### config.mk
export PLATFORM = sky130hd
export DESIGN_NAME = plic_arbiter
export DESIGN_NICKNAME = d
export VERILOG_FILES = /design/src/rtl/plic_arbiter.sv
export SDC_FILE = /design/constraint.sdc
export NUM_CORES = 1
export LEC_CHECK = 0
export ABC_AREA = 1
export ABC_CLOCK_PERIOD_IN_PS = 29300
export CELL_PAD_IN_SITES_DETAIL_PLACEMENT = 2
export CELL_PAD_IN_SITES_GLOBAL_PLACEMENT = 2
export CORE_MARGIN = 10
export CORE_UTILIZATION = 28
export CTS_CLUSTER_DIAMETER = 200
export DETAILED_ROUTE_END_ITERATION = 7
export HOLD_SLACK_MARGIN = 0.02
export PLACE_DENSITY_LB_ADDON = 0.1
export SLEW_MARGIN = 15
export SYNTH_ARGS = -nofsm -noshare
export SYNTH_HDL_FRONTEND = slang
export SYNTH_SLANG_ARGS = --single-unit
### constraint.sdc
create_clock -name clk -period 29.3 [get_ports clk]
set_clock_uncertainty 0.2 [all_clocks]
set_input_delay 5.86 -clock clk [delete_from_list [all_inputs] [get_ports clk]]
set_output_delay 5.86 -clock clk [all_outputs]
set_load 0.05 [all_outputs]
### src/rtl/plic_arbiter.sv
// Interrupt gateway and priority scheduler for PLIC hart context 0.
// Level sources become pending bits; the highest-priority eligible source is offered to the core.
module plic_arbiter #(
    parameter int unsigned NSRC = 16,
    parameter int unsigned PW   = 2
) (
    input  logic               clk,
    input  logic               rst,
    input  logic [NSRC-1:0]    irq_src,
    input  logic [NSRC*PW-1:0] prio,
    input  logic [NSRC-1:0]    ie,
    input  logic [PW-1:0]      ith,
    output logic [NSRC-1:0]    ip,
    output logic [4:0]         cpc_id,
    output logic               trap_valid,
    output logic [4:0]         trap_id,
    input  logic               trap_ready,
    input  logic               trap_cplet,
    input  logic [4:0]         trap_cplet_id
);

    typedef enum logic [1:0] {
        ST_IDLE,
        ST_REQ,
        ST_SERV
    } state_t;

    localparam logic [NSRC-1:0] SRC_MASK = {{(NSRC-1){1'b1}}, 1'b0};
    localparam logic [NSRC-1:0] ONE_HOT0 = {{(NSRC-1){1'b0}}, 1'b1};

    state_t          state, state_nxt;
    logic [NSRC-1:0] gate;
    logic [NSRC-1:0] ip_nxt, gate_nxt;
    logic [NSRC-1:0] elig;
    logic [NSRC-1:0] claim_vec, cplet_vec;
    logic [4:0]      trap_id_nxt, cpc_id_nxt;
    logic [4:0]      best;
    logic [PW-1:0]   best_prio;
    logic            best_v;
    logic            claim;
    logic            cplet_ok;

    // IDs 0 and >= NSRC never complete anything.
    assign cplet_ok  = trap_cplet && (trap_cplet_id != 5'd0) && (32'(trap_cplet_id) < NSRC);
    assign cplet_vec = cplet_ok ? (ONE_HOT0 << trap_cplet_id) : '0;
    assign claim_vec = claim ? (ONE_HOT0 << trap_id) : '0;

    // Setting uses the registered gate, so a same-cycle completion clear wins
    // and the source re-pends one cycle later; a claim blocks its own re-pend.
    assign ip_nxt   = (ip | (irq_src & ~gate)) & ~claim_vec & SRC_MASK;
    assign gate_nxt = ((gate & ~cplet_vec) | claim_vec) & SRC_MASK;

    always_comb begin
        elig = '0;
        for (int unsigned i = 0; i < NSRC; i++) begin
            elig[i] = ip[i] & ie[i] & (prio[i*PW +: PW] > ith);
        end
    end

    // Strict greater-than keeps the lowest ID on priority ties.
    always_comb begin
        best_v    = 1'b0;
        best      = '0;
        best_prio = '0;
        for (int unsigned i = 0; i < NSRC; i++) begin
            if (elig[i] && (!best_v || (prio[i*PW +: PW] > best_prio))) begin
                best_v    = 1'b1;
                best      = 5'(i);
                best_prio = prio[i*PW +: PW];
            end
        end
    end

    always_comb begin
        state_nxt   = state;
        trap_id_nxt = trap_id;
        cpc_id_nxt  = cpc_id;
        claim       = 1'b0;
        unique case (state)
            ST_IDLE: begin
                if (best_v) begin
                    trap_id_nxt = best;
                    state_nxt   = ST_REQ;
                end
            end
            ST_REQ: begin
                if (trap_ready) begin
                    claim      = 1'b1;
                    cpc_id_nxt = trap_id;
                    state_nxt  = ST_SERV;
                end else if (!best_v) begin
                    state_nxt = ST_IDLE;
                end else begin
                    trap_id_nxt = best;
                end
            end
            ST_SERV: begin
                if (cplet_ok && (trap_cplet_id == cpc_id)) begin
                    cpc_id_nxt = '0;
                    state_nxt  = ST_IDLE;
                end
            end
            default: state_nxt = ST_IDLE;
        endcase
    end

    always_ff @(posedge clk) begin
        if (rst) begin
            state   <= ST_IDLE;
            ip      <= '0;
            gate    <= '0;
            trap_id <= '0;
            cpc_id  <= '0;
        end else begin
            state   <= state_nxt;
            ip      <= ip_nxt;
            gate    <= gate_nxt;
            trap_id <= trap_id_nxt;
            cpc_id  <= cpc_id_nxt;
        end
    end

    assign trap_valid = (state == ST_REQ);

endmodule

# Yosys cells after proc, flatten, opt, wreduce, memory -nomap -nowiden
# Index checks and enable logic that the tools add are counted.
# totals
latch_bits	0
n_memories	0
in_bits	75
reg_bits	44
mem_bits_rw	0
mem_bits_ro	0
elab_cells	205
out_inout_bits	27
# op_classes
reduce_logical	55
bitwise_logic	40
n_addsub	0
div	0
multipliers	0
magnitude_cmp	32
n_shift	2
muxes	61
eq_ne	8
# ops
cell	n
$mux W5	18
$gt A2 B2 Y1	31
$and A16 B16 Y16	3
$not A16 Y16	3
$mux W2	19
$and A1 B1 Y1	32
$mux W16	2
$or A16 B16 Y16	2
$shl A1 B5 Y16 const A	2
$pmux W5 S2	2
$mux W1	19
$logic_and A1 B1 Y1	18
$logic_not A1 Y1	15
$logic_or A1 B1 Y1	15
$ne A2 B2 Y1 const B	3
$pmux W2 S3	1
$reduce_and A3 Y1	2
$eq A5 B5 Y1	1
$lt A5 B5 Y1 const B	1
$reduce_bool A5 Y1	1
$reduce_bool A2 Y1	2
$ne A3 B3 Y1 const B	1
$eq A2 B1 Y1 const B	1
$eq A2 B2 Y1 const B	1
other kinds (3)	3

# Depth between registers and ports, before layout
# Gate-level depths: netlist of run 1.
# depth
word_depth	66
ltp_mapped	120
mapped_depth_nobuf	120

# Least setup slack after synthesis of run 1
# Ideal clock, no wire load.
# synth_path
path_kind	in2reg
from	input port ith[1]
to	register trap_id[2]
stages	112
t_arrival_ns	19.063
required_time_ns	28.972
path_buffers	0
setup_ns	0.128
slack_ns	9.909
path_cell_list	inv_1 > ha_1 > nand2_1 > inv_2 > nor2_4 > nand3_1 > ha_1 > nand2_1 > nand2_1 > nand2_1 > nand3_1 > nand2_1 > nand2_1 > nand2_1 > ha_1 > inv_1 > nor2_1 > o21ai_0 > [76 not listed] > and2_1 > ha_1 > inv_1 > nor2_1 > o21ai_0 > a21boi_0 > inv_1 > nand3_1 > o21ai_1 > ha_1 > inv_1 > nor2_1 > o21ai_0 > nand2_1 > nand2_1 > nand2_1 > nor4b_1 > a21oi_1
# synth_between
elab_chain_cells	66
elab_cells_between_ends	139
cone_classes	order compare (31); mux (47); bitwise (16); reduce/logical (45)
# synth_lines
element	line_no	source
start, declared	12	input logic [PW-1:0] ith,
$gt A2 B2 Y1	56	elig[i] = ip[i] & ie[i] & (prio[i*PW +: PW] > ith);
$and A1 B1 Y1	56	
$mux W2 / $mux W1 (equally long branches)	66	if (elig[i] && (!best_v || (prio[i*PW +: PW] > best_prio))) begin
$gt A2 B2 Y1 / $logic_not A1 Y1 (equally long branches)	66	
$logic_or A1 B1 Y1	66	
$logic_and A1 B1 Y1	66	
$mux W2 / $mux W1 (equally long branches)	66	
$gt A2 B2 Y1 / $logic_not A1 Y1 (equally long branches)	66	
[50 not listed]	n/a	
$mux W2 / $mux W1 (equally long branches)	66	
$gt A2 B2 Y1 / $logic_not A1 Y1 (equally long branches)	66	
$logic_or A1 B1 Y1	66	
$logic_and A1 B1 Y1	66	
$mux W5 / $mux W1 (equally long branches)	66	
$mux W5 (*)	81, 91	
$mux W5	87	if (trap_ready) begin
$pmux W5 S2 (*)	79	unique case (state)
end signal, assigned	118	trap_id <= trap_id_nxt;
end, declared	16	output logic [4:0] trap_id,
# Mark *: on every way between the ends. The rest lies on a longest branch, timed or not. The select of a mux whose other input is x is not followed.
# A chain may end at the register's enable or synchronous reset.

# Final worst setup path of run 1
# layout_path
from	input port ith[1]
to	register trap_id[3]
# The elaborated chain is that of the path after synthesis.

==> impl_metrics.env, run 1 <==
export IMPL_critPathCaptureType="register"
export IMPL_area_delta_synth_final_pct=32.98
export IMPL_wl_per_cell_um=15.70
export IMPL_start_util_pct=28.37
export IMPL_coreArea_mm2=0.01383
export IMPL_critical_path_startpoint_type="input pin"
export IMPL_gp_congestion=0.8345
export IMPL_routed_top_layer="met4"
export IMPL_p_int_uw=152.2
export IMPL_grt_setup_unrepaired="false"
export IMPL_clock_sinks=40
export IMPL_hold_violations=0
export IMPL_power_switching_uw=125.7
export IMPL_finalSetupViolCount=0
export IMPL_yosys_area_top_type="dfxtp_1"
export IMPL_cp_data_arrival_time_ns=22.16
export IMPL_avgSynthCellArea_um2=6.409
export IMPL_dieHeight_um=138.4
export IMPL_routed_wl_um=13960
export IMPL_crit_fanout=15
export IMPL_row_count=43
export IMPL_swShare_pct=45.24
export IMPL_ys_types=33
export IMPL_die_width_um=138.4
export IMPL_final_fill_count=1656
export IMPL_synthTopCellsByArea="dfxtp_1, ha_1, inv_1"
export IMPL_dp_cells=881
export IMPL_mappedNetlistArea_mm2=0.003923
export IMPL_cp_required_ns=29.28
export IMPL_grt_pass1_vias=4827
export IMPL_instances_no_fill=889
export IMPL_grt_pass1_wl_um=23940
export IMPL_hp_class="reg2reg"
export IMPL_io_pins=102
export IMPL_path_class="in2reg"
export IMPL_cap_violations=0
export IMPL_ant_nets=0
export IMPL_port_buffers=94
export IMPL_drt_iter0_drc=83
export IMPL_ctsHoldBuffers=0
export IMPL_seqPwrFrac_pct=26.0
export IMPL_met2_length_um=6901
export IMPL_drt_met1_wl_um=6581
export IMPL_routed_via_density=4.745
export IMPL_nets=838
export IMPL_antenna_found_initial=0
export IMPL_hpwl_um=12250
export IMPL_p_total_uw=277.9
export IMPL_maxSlewViolCount=0
export IMPL_drc=0
export IMPL_crit_top_cell="nand2_1"
export IMPL_diodes=0
export IMPL_synthCells=612
export IMPL_via_count=4218
export IMPL_cts_tree="done"
export IMPL_ys_seq_area_share_pct=20.41
export IMPL_fin_setup_tns_ns=0
export IMPL_p_leak_nw=2.428
export IMPL_wl_met3_um=396
export IMPL_synth_seq_cells=40
export IMPL_async_reset_ff_share_pct=0
export IMPL_gr_total_overflow=0
export IMPL_cts_buffers=5
export IMPL_layout_min_cycle_time_ns=22.18
export IMPL_slowest_delay_ns=0.53
export IMPL_ys_warn_count=0
export IMPL_slowest_stage="inv_1"
export IMPL_yosysMostFrequentCell="inv_1"
export IMPL_synth_edf_count=0
export IMPL_root_buffer="clkbuf_16"
export IMPL_relSlewSlack_pct=52.11
export IMPL_critPathTopFamily="simple AND/OR/NAND/NOR gates"
export IMPL_critPathBufInv=15
export IMPL_die_area_mm2=0.01914
export IMPL_regArea_um2=800.8
export IMPL_worstMarginPinSlew_ns=0.7176
export IMPL_fmax_mhz=45.08
export IMPL_grt_max_degree=37
export IMPL_power_frac_clock_pct=19.8
export IMPL_comb_power_share_pct=54.2
export IMPL_peakVddDrop_mv=0.05164
export IMPL_h_tree_depth=2
export IMPL_clk_pin_slew_ns=0.06
export IMPL_synthTopCellsByCount="inv_1, nand2_1, ha_1"
export IMPL_cts_buffer_depth=2
export IMPL_p_per_area_mw_per_mm2=53.27
export IMPL_drt_first_pass_iters=4
export IMPL_insertion_delay_ns=0.28
export IMPL_cts_setup_buffers=0
export IMPL_status="finished, final reports clean"
export IMPL_multi_input_area_mm2=0.002596
export IMPL_drive_above_1_share_pct=6.065
export IMPL_synthFlopType="dfxtp_1"
export IMPL_track_usage_pct=14.57
export IMPL_yosysTopAreaCellShare_pct=20.41
export IMPL_period_share_pct=75.71
export IMPL_cts_resized=0
==> worst reg2reg max path: cells and delay by family (launching register included) <==
| family | cells | cell delay [ns] |
|---|---|---|
| AO/OA/AOI/OAI | 20 | 3.74 |
| adder cells (fa/ha/maj) | 14 | 4.00 |
| buffers and inverters | 12 | 0.89 |
| flip-flops | 1 | 0.35 |
| AND/OR/NAND/NOR | 64 | 6.33 |
==> power groups by stage <==
| stage | clock (mW) | sequential (mW) | combinational [mW] |
|---|---|---|---|
| floorplan | 0 | 0.0950 | 0.0780 |
| global placement | 0 | 0.0733 | 0.144 |
| detailed placement | 0 | 0.0736 | 0.152 |
| CTS | 0.0570 | 0.0727 | 0.154 |
| global route | 0.0589 | 0.0745 | 0.171 |
| finish | 0.0550 | 0.0723 | 0.151 |
==> through the flow <==
stage / hold slack (ns) / util (%) / setup slack (ns) / cell area [um2]
global route: 0.3101 / 37.73 / 5.038 / 5216
finish: 0.2747 / 37.73 / 7.118 / 5216
floorplan: 0.2393 / - / 9.909 / 3930
detailed placement: 0.2696 / 36.64 / 6.707 / 5066
CTS: 0.2788 / 37.73 / 6.908 / 5216
global placement: 0.2545 / 36.64 / 7.761 / 5066
==> sequential cells by signal, indices dropped and copies added, names as in the netlist <==
signal   count
ip          15
cpc_id       4
trap_id      4
gate        15
state        2
==> final cells by class <==
cell class                      instances  area share [%]
Multi-Input combinational cell        435           49.77
Timing Repair Buffer                   96           18.33
Clock buffer                            7           2.734
Inverter                              130           9.355
Sequential cell                        40           15.35
Clock inverter                          1          0.1439
Tap cell                              180           4.318
==> logic make-up (layout without fill, tap and decap cells) <==
logic type	after synthesis	after routing	synth area share, %
other	1	3	0.09560
buffers and inverters	139	234	13.59
AO/OA/AOI/OAI	123	123	17.07
AND/OR/NAND/NOR	250	250	30.40
XOR/XNOR	4	4	0.8931
flip-flops	40	40	20.41
adder cells (fa/ha/maj)	55	55	17.54
==> worst paths after layout <==
check | startpoint | end | slack (ns) | cells past startpoint
worst max-delay path | ith[1] | trap_id[3]$_SDFFE_PP0P_ | 7.12 | 114
worst min-delay path | gate[14]$_SDFF_PP0_ | gate[14]$_SDFF_PP0_ | 0.27 | 2
worst max register to register | ip[1]$_SDFF_PP0_ | trap_id[3]$_SDFFE_PP0P_ | 13.66 | 110
worst min register to register | gate[14]$_SDFF_PP0_ | gate[14]$_SDFF_PP0_ | 0.27 | 2
==> cells in the final DEF (no fill, tap or decap), types with 5 or more instances in the layout <==
master and instances:
nor3_1 17, nand3_1 35, ha_1 55, clkbuf_16 5, nand2_4 10, nand2_1 102
inv_1 128, nand2_2 11, a21oi_1 54, o21ai_1 11, a211oi_1 8, o21ai_0 42
nor2_1 54, clkdlybuf4s50_1 94, dfxtp_1 40, nand3_2 7
==> per-layer routing <==
layer / vias up / GRT usage [%]
met5: - / 0
met4: 0 / 2.053
met3: 7 / 2.123
met2: 61 / 26.46
met1: 1994 / 17.99
li1: 2156 / -
No activity file was read; power rests on OpenSTA's default activity.
==> run 2: changes to the inputs <==
--- a/config.mk
+++ b/config.mk
@@ -6,11 +6,11 @@
 export NUM_CORES = 1
 export LEC_CHECK = 0
 export ABC_AREA = 1
-export ABC_CLOCK_PERIOD_IN_PS = 29300
+export ABC_CLOCK_PERIOD_IN_PS = 20300
 export CELL_PAD_IN_SITES_DETAIL_PLACEMENT = 2
 export CELL_PAD_IN_SITES_GLOBAL_PLACEMENT = 2
 export CORE_MARGIN = 10
-export CORE_UTILIZATION = 28
+export CORE_UTILIZATION = 24
 export CTS_CLUSTER_DIAMETER = 200
 export DETAILED_ROUTE_END_ITERATION = 7
 export HOLD_SLACK_MARGIN = 0.02
==> constraint.sdc (replaced) <==
create_clock -name clk -period 20.3 [get_ports clk]
set_clock_uncertainty 0.2 [all_clocks]
set_input_delay 4.06 -clock clk [delete_from_list [all_inputs] [get_ports clk]]
set_output_delay 4.06 -clock clk [all_outputs]
set_load 0.05 [all_outputs]
==> run 2 against run 1 <==
Compared with the run above: critical endpoint is now trap_id[2]$_SDFFE_PP0P_; highest routed layer unchanged; global-route usage is 1.2 points lower; die area is 14% higher; total power is 47% higher; final area is 3.6% higher; register-to-register slack worse by 8.1 ns; clock-buffer cell count is 2 lower.
==> impl_metrics.env, run 2 (synthesis gave the netlist of run 1 again) <==
export IMPL_wl_per_cell_um=15.97
export IMPL_status="finished, final reports clean"
export IMPL_drt_first_pass_iters=5
export IMPL_critical_path_startpoint_type="input pin"
export IMPL_instances_no_fill=930
export IMPL_insertion_delay_ns=0.28
export IMPL_drive_above_1_share_pct=9.664
export IMPL_multi_input_area_mm2=0.002708
export IMPL_cts_buffers=5
export IMPL_layout_min_cycle_time_ns=19.05
export IMPL_routed_via_density=4.585
export IMPL_slowest_stage="clkdlybuf4s50_1"
export IMPL_cp_required_ns=20.26
export IMPL_path_class="in2reg"
export IMPL_slowest_delay_ns=0.46
export IMPL_area_delta_synth_final_pct=37.83
export IMPL_antenna_found_initial=0
export IMPL_period_share_pct=93.82
export IMPL_placed_area_mm2=0.005119
export IMPL_grt_pass1_wl_um=24160
export IMPL_start_util_pct=24.60
export IMPL_drc=0
export IMPL_crit_top_cell="nand2_1"
export IMPL_grt_max_degree=37
export IMPL_drt_iter0_drc=58
export IMPL_clock_sinks=40
export IMPL_root_buffer="clkbuf_16"
export IMPL_dp_cells=918
export IMPL_layout_commonest_cell="inv_1"
export IMPL_worstMarginPinSlew_ns=0.7477
export IMPL_layout_common_cells="inv_1, nand2_1, clkdlybuf4s50_1"
export IMPL_relSlewSlack_pct=49.85
export IMPL_dieHeight_um=147.8
export IMPL_nets=843
export IMPL_die_width_um=147.8
export IMPL_final_fill_count=1954
export IMPL_diodes=0
export IMPL_maxSlewViolCount=0
export IMPL_peakVddDrop_mv=0.06215
export IMPL_gp_congestion=0.7578
export IMPL_io_pins=102
export IMPL_regArea_um2=800.8
export IMPL_hpwl_um=12980
export IMPL_cp_data_arrival_time_ns=19.01
export IMPL_via_count=4264
export IMPL_h_tree_depth=2
export IMPL_critPathTopFamily="simple AND/OR/NAND/NOR gates"
export IMPL_coreArea_mm2=0.01594
export IMPL_gr_total_overflow=0
export IMPL_ant_nets=0
export IMPL_fmax_mhz=52.51
export IMPL_hold_violations=0
export IMPL_crit_fanout=7
export IMPL_critPathBufInv=16
export IMPL_die_area_mm2=0.02186
export IMPL_p_total_uw=407.9
export IMPL_clk_pin_slew_ns=0.06
export IMPL_fin_util_pct=33.91
export IMPL_finalSetupViolCount=0
export IMPL_port_buffers=94
export IMPL_critPathCaptureType="register"
export IMPL_cap_violations=0
export IMPL_grt_pass1_vias=4780
export IMPL_hp_class="reg2reg"
export IMPL_largestRegisters="gate: 15 flops, ip: 15 flops"
export IMPL_track_usage_pct=13.38
export IMPL_p_per_area_mw_per_mm2=75.45
export IMPL_cts_tree="done"
export IMPL_cts_buffer_depth=2
export IMPL_routed_wl_um=14850
export IMPL_row_count=46
export IMPL_design_area_mm2=0.005406
export IMPL_p_leak_nw=2.489
run 2: per-layer routing:
metal  vias to the layer above  share of wire (%)  track usage, %
met5                         -                  0               0
met4                         0               0.26           1.041
met3                         4                2.7           2.137
met2                        55                 50           24.14
met1                      2038                 48           16.91
li1                       2167                  -               -
run 2: worst paths after layout:
check	from	to	slack, ns	cells past startpoint
hold / removal	gate[12]$_SDFF_PP0_	gate[12]$_SDFF_PP0_	0.27	2
setup reg to reg	ip[1]$_SDFF_PP0_	trap_id[2]$_SDFFE_PP0P_	5.55	112
hold reg to reg	gate[12]$_SDFF_PP0_	gate[12]$_SDFF_PP0_	0.27	2
setup / recovery	ith[1]	trap_id[2]$_SDFFE_PP0P_	1.25	115
run 2: cell type report:
type | count | share of cell area [%]
timing repair buffer | 101 | 18.42
tap | 216 | 4.999
clock inverter | 3 | 0.3471
sequential | 40 | 14.81
multi-input combinational | 435 | 50.08
clock buffer | 5 | 2.314
inverter | 130 | 9.026
run 2: per-stage QoR:
stage	hold slack (ns)	setup TNS, ns	setup slack, ns
4_1_cts	0.2818	0	0.3563
5_1_grt	0.3150	-0.05465	-0.04777
2_1_floorplan	0.2393	0	2.709
3_5_place_dp	0.2733	0	0.08783
6_report	0.2741	0	1.255
3_3_place_gp	0.2531	0	0.9335
run 2: repair_timing:
action | CTS | global route
setup endpoints to repair | 0 | 4
gates resized for setup | 0 | 36
hold buffers | 0 | 0
buffers inserted | 0 | 4
run 2: tightest hold or removal path, cell delays in order, from the launching register on:
cell and delay (ns):
dfxtp_1 0.31, o21ai_0 0.06, a21oi_1 0.06
run 2: power by group:
group / switching, mW / internal, mW
Clock: 0.0329 / 0.0453
Sequential: 0.0130 / 0.0911
Combinational: 0.142 / 0.0837
Total: 0.188 / 0.220
==> edit 1, RTL diff (flow settings as in run 2) <==
Encoding of `state_t`: now one-hot (3 bits for 3 states).
--- a/src/rtl/plic_arbiter.sv
+++ b/src/rtl/plic_arbiter.sv
@@ -20,8 +20,8 @@
 );
 
-    typedef enum logic [1:0] {
-        ST_IDLE,
-        ST_REQ,
-        ST_SERV
+    typedef enum logic [2:0] {
+        ST_IDLE = 3'b001,
+        ST_REQ  = 3'b010,
+        ST_SERV = 3'b100
     } state_t;
 
Function: same outputs for any inputs over 4 cycles, from zero or initial values and one cycle with rst high; so few cycles prove little.
==> edit 1 against run 2 <==
  * Die area down 0.85%
  * Routed wire length rose by 2.1%
  * Worst setup slack improved by 0.15 ns
  * Design area rose by 0.58%
  * Count of clock-buffer cells in the layout increased by 2
  * Non-clock buffer count grew 3
  * Power decreased by 14%
  * Synthesized area decreased by 0.99%
  * Sequential cell count rose by 1
  * Combinational power is 30% lower
  * Sequential power is 8% lower
  * First-iteration DRC count increased by 52%
  * Register-to-register slack improved by 0.11 ns
  * Critical endpoint is now trap_id[3]$_SDFFE_PP0P_
==> edit 1: results (changes against run 2) <==
STA
  – Fin Hold WS: 0.279 ns (+0.00522 ns)
  – Worst Max-Slew Pin Slew: 0.814 ns (+0.0658 ns)
  – Final period utilization: 93.1% (-0.75 points)

Global routing
  – Largest net degree at the start of global routing: 38 (+2.7%)
  – Number of global-route vias before repair: 4918 (+2.9%)
  – GR Layer Usage met3: 2.83% (+0.69 points)
  – GR Util met1: 18.2% (+1.3 points)
  – GRT Total Usage: 14.1% (+0.72 points)

Placement
  – Hpwl dp: 12900 um (-0.53%)
  – # placed instances: 913 (-0.54%)
  – Placed inst area: 5080 um^2 (-0.76%)
  – Placer Congestion: 0.762 (+0.58%)
  – Pre-CTS setup slack: -0.0484 ns (-0.136 ns)

Routing
  – Wire per inst: 16.3 um (+2.3%)
  – Routed vias: 4269 (+0.12%)
  – Violation count after the first detailed-route iteration: 88 (+52%)
  – 1st-pass router iterations: 4 (-1)
  – Met3 wire length: 577 um (+46%)
  – Final WL: 15200 um (+2.1%)

Power and ir drop
  – Peak VDD IR: 0.0452 mV (-27%)
  – Pleak: 2.51 nW (+0.65%)

Cells and area
  – Net count, final: 838 (-0.59%)
  – # clk buffers: 7 (+2)
  – Fraction of layout cells with a size suffix above 1: 11.2% (+1.6 points)
  – Buffering overhead: 18.7% (+0.31 points)
  – Nonclk buf count: 104 (+3.0%)
  – Fillers: 1944 (-0.51%)
  – Final core occ: 34.2% (+0.32 points)
  – Multi-input gate area: 2660 um^2 (-1.6%)
  – Seq area share: 15.1% (+0.28 points)
  – Clock-cell share: 3.18% (+0.51 points)
  – FFs & Latches: 41 (+2.5%)

Setup path
  – Worst EP arrival: 18.87 ns (-0.14 ns)
  – Setup crit end: trap_id[3]$_SDFFE_PP0P_
  – R2r worst-path depth: 114 (+1.8%)
  – Reg2reg setup slack: 5.66 ns (+0.11 ns)
  – Max incr delay on CP: 0.48 ns (+0.02 ns)

Worst hold path
  – Worst hold endpoint: gate[7]$_SDFF_PP0_
  – Hold_sp: gate[7]$_SDFF_PP0_

Logic synthesis
  – Seq/Total Area, Yosys: 21.1% (+0.72 points)
  – Synth Area in Compound Gates: 17.3% (+0.23 points)
  – Mapped Avg Cell Area: 6.40 um^2 (-0.17%)
  – Adder-cell share of the synthesized area: 16.8% (-0.79 points)
  – Post-synth top cells: 129 x inv_1, 96 x nand2_1, 60 x a21oi_1, 52 x ha_1, 48 x nor2_1
  – Distinct cells, synth: 36 (+9.1%)

Status
  – Status: completed
edit 1: cell count changes after synthesis, sizes merged, moves of 2 or more:
cell / change
nor3: +2
or2: +2
nor2: -6
ha: -3
nand2: -3
and3: +2
o21ai: -7
a21oi: +6
edit 1: cell families (layout without fill, tap and decap cells):
family                   count (synthesis)  after routing
flip-flops                              41             41
other                                    1              3
AO/OA/AOI/OAI                          123            123
XOR/XNOR                                 4              4
adder cells (fa/ha/maj)                 52             52
AND/OR/NAND/NOR                        246            246
buffers and inverters                  140            243
edit 1: power groups by stage:
stage / clock network [W] / registers [W] / logic, W
4_1_cts: 0.0000978 / 0.0000957 / 0.000152
5_1_grt: 0.000101 / 0.0000967 / 0.000181
2_1_floorplan: 0 / 0.000110 / 0.0000821
3_5_place_dp: 0 / 0.0000971 / 0.000151
3_3_place_gp: 0 / 0.0000970 / 0.000142
6_report: 0.0000947 / 0.0000955 / 0.000159
==> edit 2, RTL diff (settings of run 2) <==
Without the edit above. The parameter `PW` goes from 2 to 1.
--- a/src/rtl/plic_arbiter.sv
+++ b/src/rtl/plic_arbiter.sv
@@ -3,5 +3,5 @@
 module plic_arbiter #(
     parameter int unsigned NSRC = 16,
-    parameter int unsigned PW   = 2
+    parameter int unsigned PW   = 1
 ) (
     input  logic               clk,
Interface: changed (resized ith and prio); port bits go from 102 to 85. No check against the original RTL was run, so the function may have changed too.
==> edit 2 against run 2 <==
  * Global-route usage is 0.46 points higher
  * Combinational power shrank 49%
  * Final cell count down 45%
  * Power fell by 31%
  * Register-to-register slack improved by 13 ns
  * Routed wire length is 40% lower
  * Sequential cell count stayed put
  * Synthesized area is 44% lower
  * Design area fell by 41%
  * Worst setup slack improved by 13 ns
  * Utilization up 2.2 points
==> edit 2: results (changes against run 2) <==
Placement
  – Hpwl dp: 7520 um (-42%)
  – Placed inst area: 3070 um^2 (-40%)
  – # port buffers: 78 (-17%)
  – Placer Congestion: 0.773 (+2.0%)
  – Pre-CTS setup slack: 13.78 ns (+13.69 ns)
  – # placed instances: 499 (-46%)

Cells and area
  – Fraction of layout cells with a size suffix above 1: 9.02% (-0.64 points)
  – Clock-cell share: 3.50% (+0.84 points)
  – FFs & Latches: 40 (unchanged)
  – Net count, final: 459 (-46%)
  – Fin cells: 507 (-45%)
  – #MultiIn Comb: 207 (-52%)
  – Buffering overhead: 24.8% (+6.4 points)
  – Seq area share: 25.2% (+10 points)
  – Multi-input combinational area share: 34.5% (-16 points)
  – Fillers: 1052 (-46%)
  – Nonclk buf count: 79 (-22%)
  – Logic inverters: 65 (-50%)

Setup path
  – CP Max Fanout: 13 (+6)
  – Worst EP arrival: 6.13 ns (-12.88 ns)
  – Max incr delay on CP: 0.52 ns (+0.06 ns)

Logic synthesis
  – Synth Area in XOR/XNOR: 1.60% (+0.71 points)
  – Distinct cells, synth: 31 (-6.1%)
  – Post-Syn Area: 2180 um^2 (-44%)
  – Seq/Total Area, Yosys: 36.7% (+16 points)
  – Adder-cell share of the synthesized area: 1.72% (-16 points)
  – Top post-synthesis cells by area: dfxtp_1 37%, inv_1 9.5%, nor2_1 8.4%
  – Mapped Avg Cell Area: 6.85 um^2 (+6.8%)
  – Post-synth top cells: 55 x inv_1, 49 x nor2_1, 40 x dfxtp_1, 31 x a21oi_1
  – Synth async-reset ratio: 0% (unchanged)

Routing
  – Final WL: 8960 um (-40%)
  – Met1 wire length: 4050 um (-43%)
  – Violation count after the first detailed-route iteration: 89 (+53%)
  – Routed vias: 2378 (-44%)
  – Met2 WL: 4300 um (-41%)
  – Met3 wire length: 540 um (+37%)
  – 1st-pass router iterations: 4 (-1)

Global routing
  – GR Layer Usage met3: 4.17% (+2.0 points)
  – Largest net degree at the start of global routing: 33 (-11%)
  – Number of global-route vias before repair: 2637 (-45%)
  – First-pass GRT wire length: 14300 um (-41%)
  – Routing usage on met2: 23.3% (-0.88 points)
  – GR Util met1: 16.9% (+0.025 points)

Clocking
  – Clock Pin Slew Worst Setup and Hold Paths: 0.08 ns (+0.02 ns)
  – Clk_lat worst skew: 0.31 ns (+0.03 ns)
  – Clock root buffer: clkbuf_8

STA
  – Worst Max-Slew Pin Slew: 0.559 ns (-0.189 ns)

Status
  – Status: completed

Power and ir drop
  – Pleak: 1.24 nW (-50%)
  – Peak VDD IR: 0.0437 mV (-30%)
[edit 2: cell count changes in the layout (fill, tap and decap cells not counted), sizes merged, moves of 17 or more]
cell and delta:
nand2 -95, a21oi -23, ha -52, nand3 -27, nand4 +17, inv -66, o21ai -24
[edit 2: path summary, 6_finish.rpt]
path                            from                 endpoint  slack, ns  cells after the start
hold / removal    gate[8]$_SDFF_PP0_       gate[8]$_SDFF_PP0_       0.27                      2
setup / recovery                 ith  trap_id[3]$_SDFFE_PP0P_      14.14                     14
hold reg to reg   gate[8]$_SDFF_PP0_       gate[8]$_SDFF_PP0_       0.27                      2
setup reg to reg    ip[2]$_SDFF_PP0_  trap_id[3]$_SDFFE_PP0P_      18.15                     14
[edit 2: power by group]
part | switching, W | leakage (nW) | internal, W
registers | 0.0000114 | 0.329 | 0.0000882
logic | 0.0000738 | 0.853 | 0.0000418
clock network | 0.0000315 | 0.0541 | 0.0000364
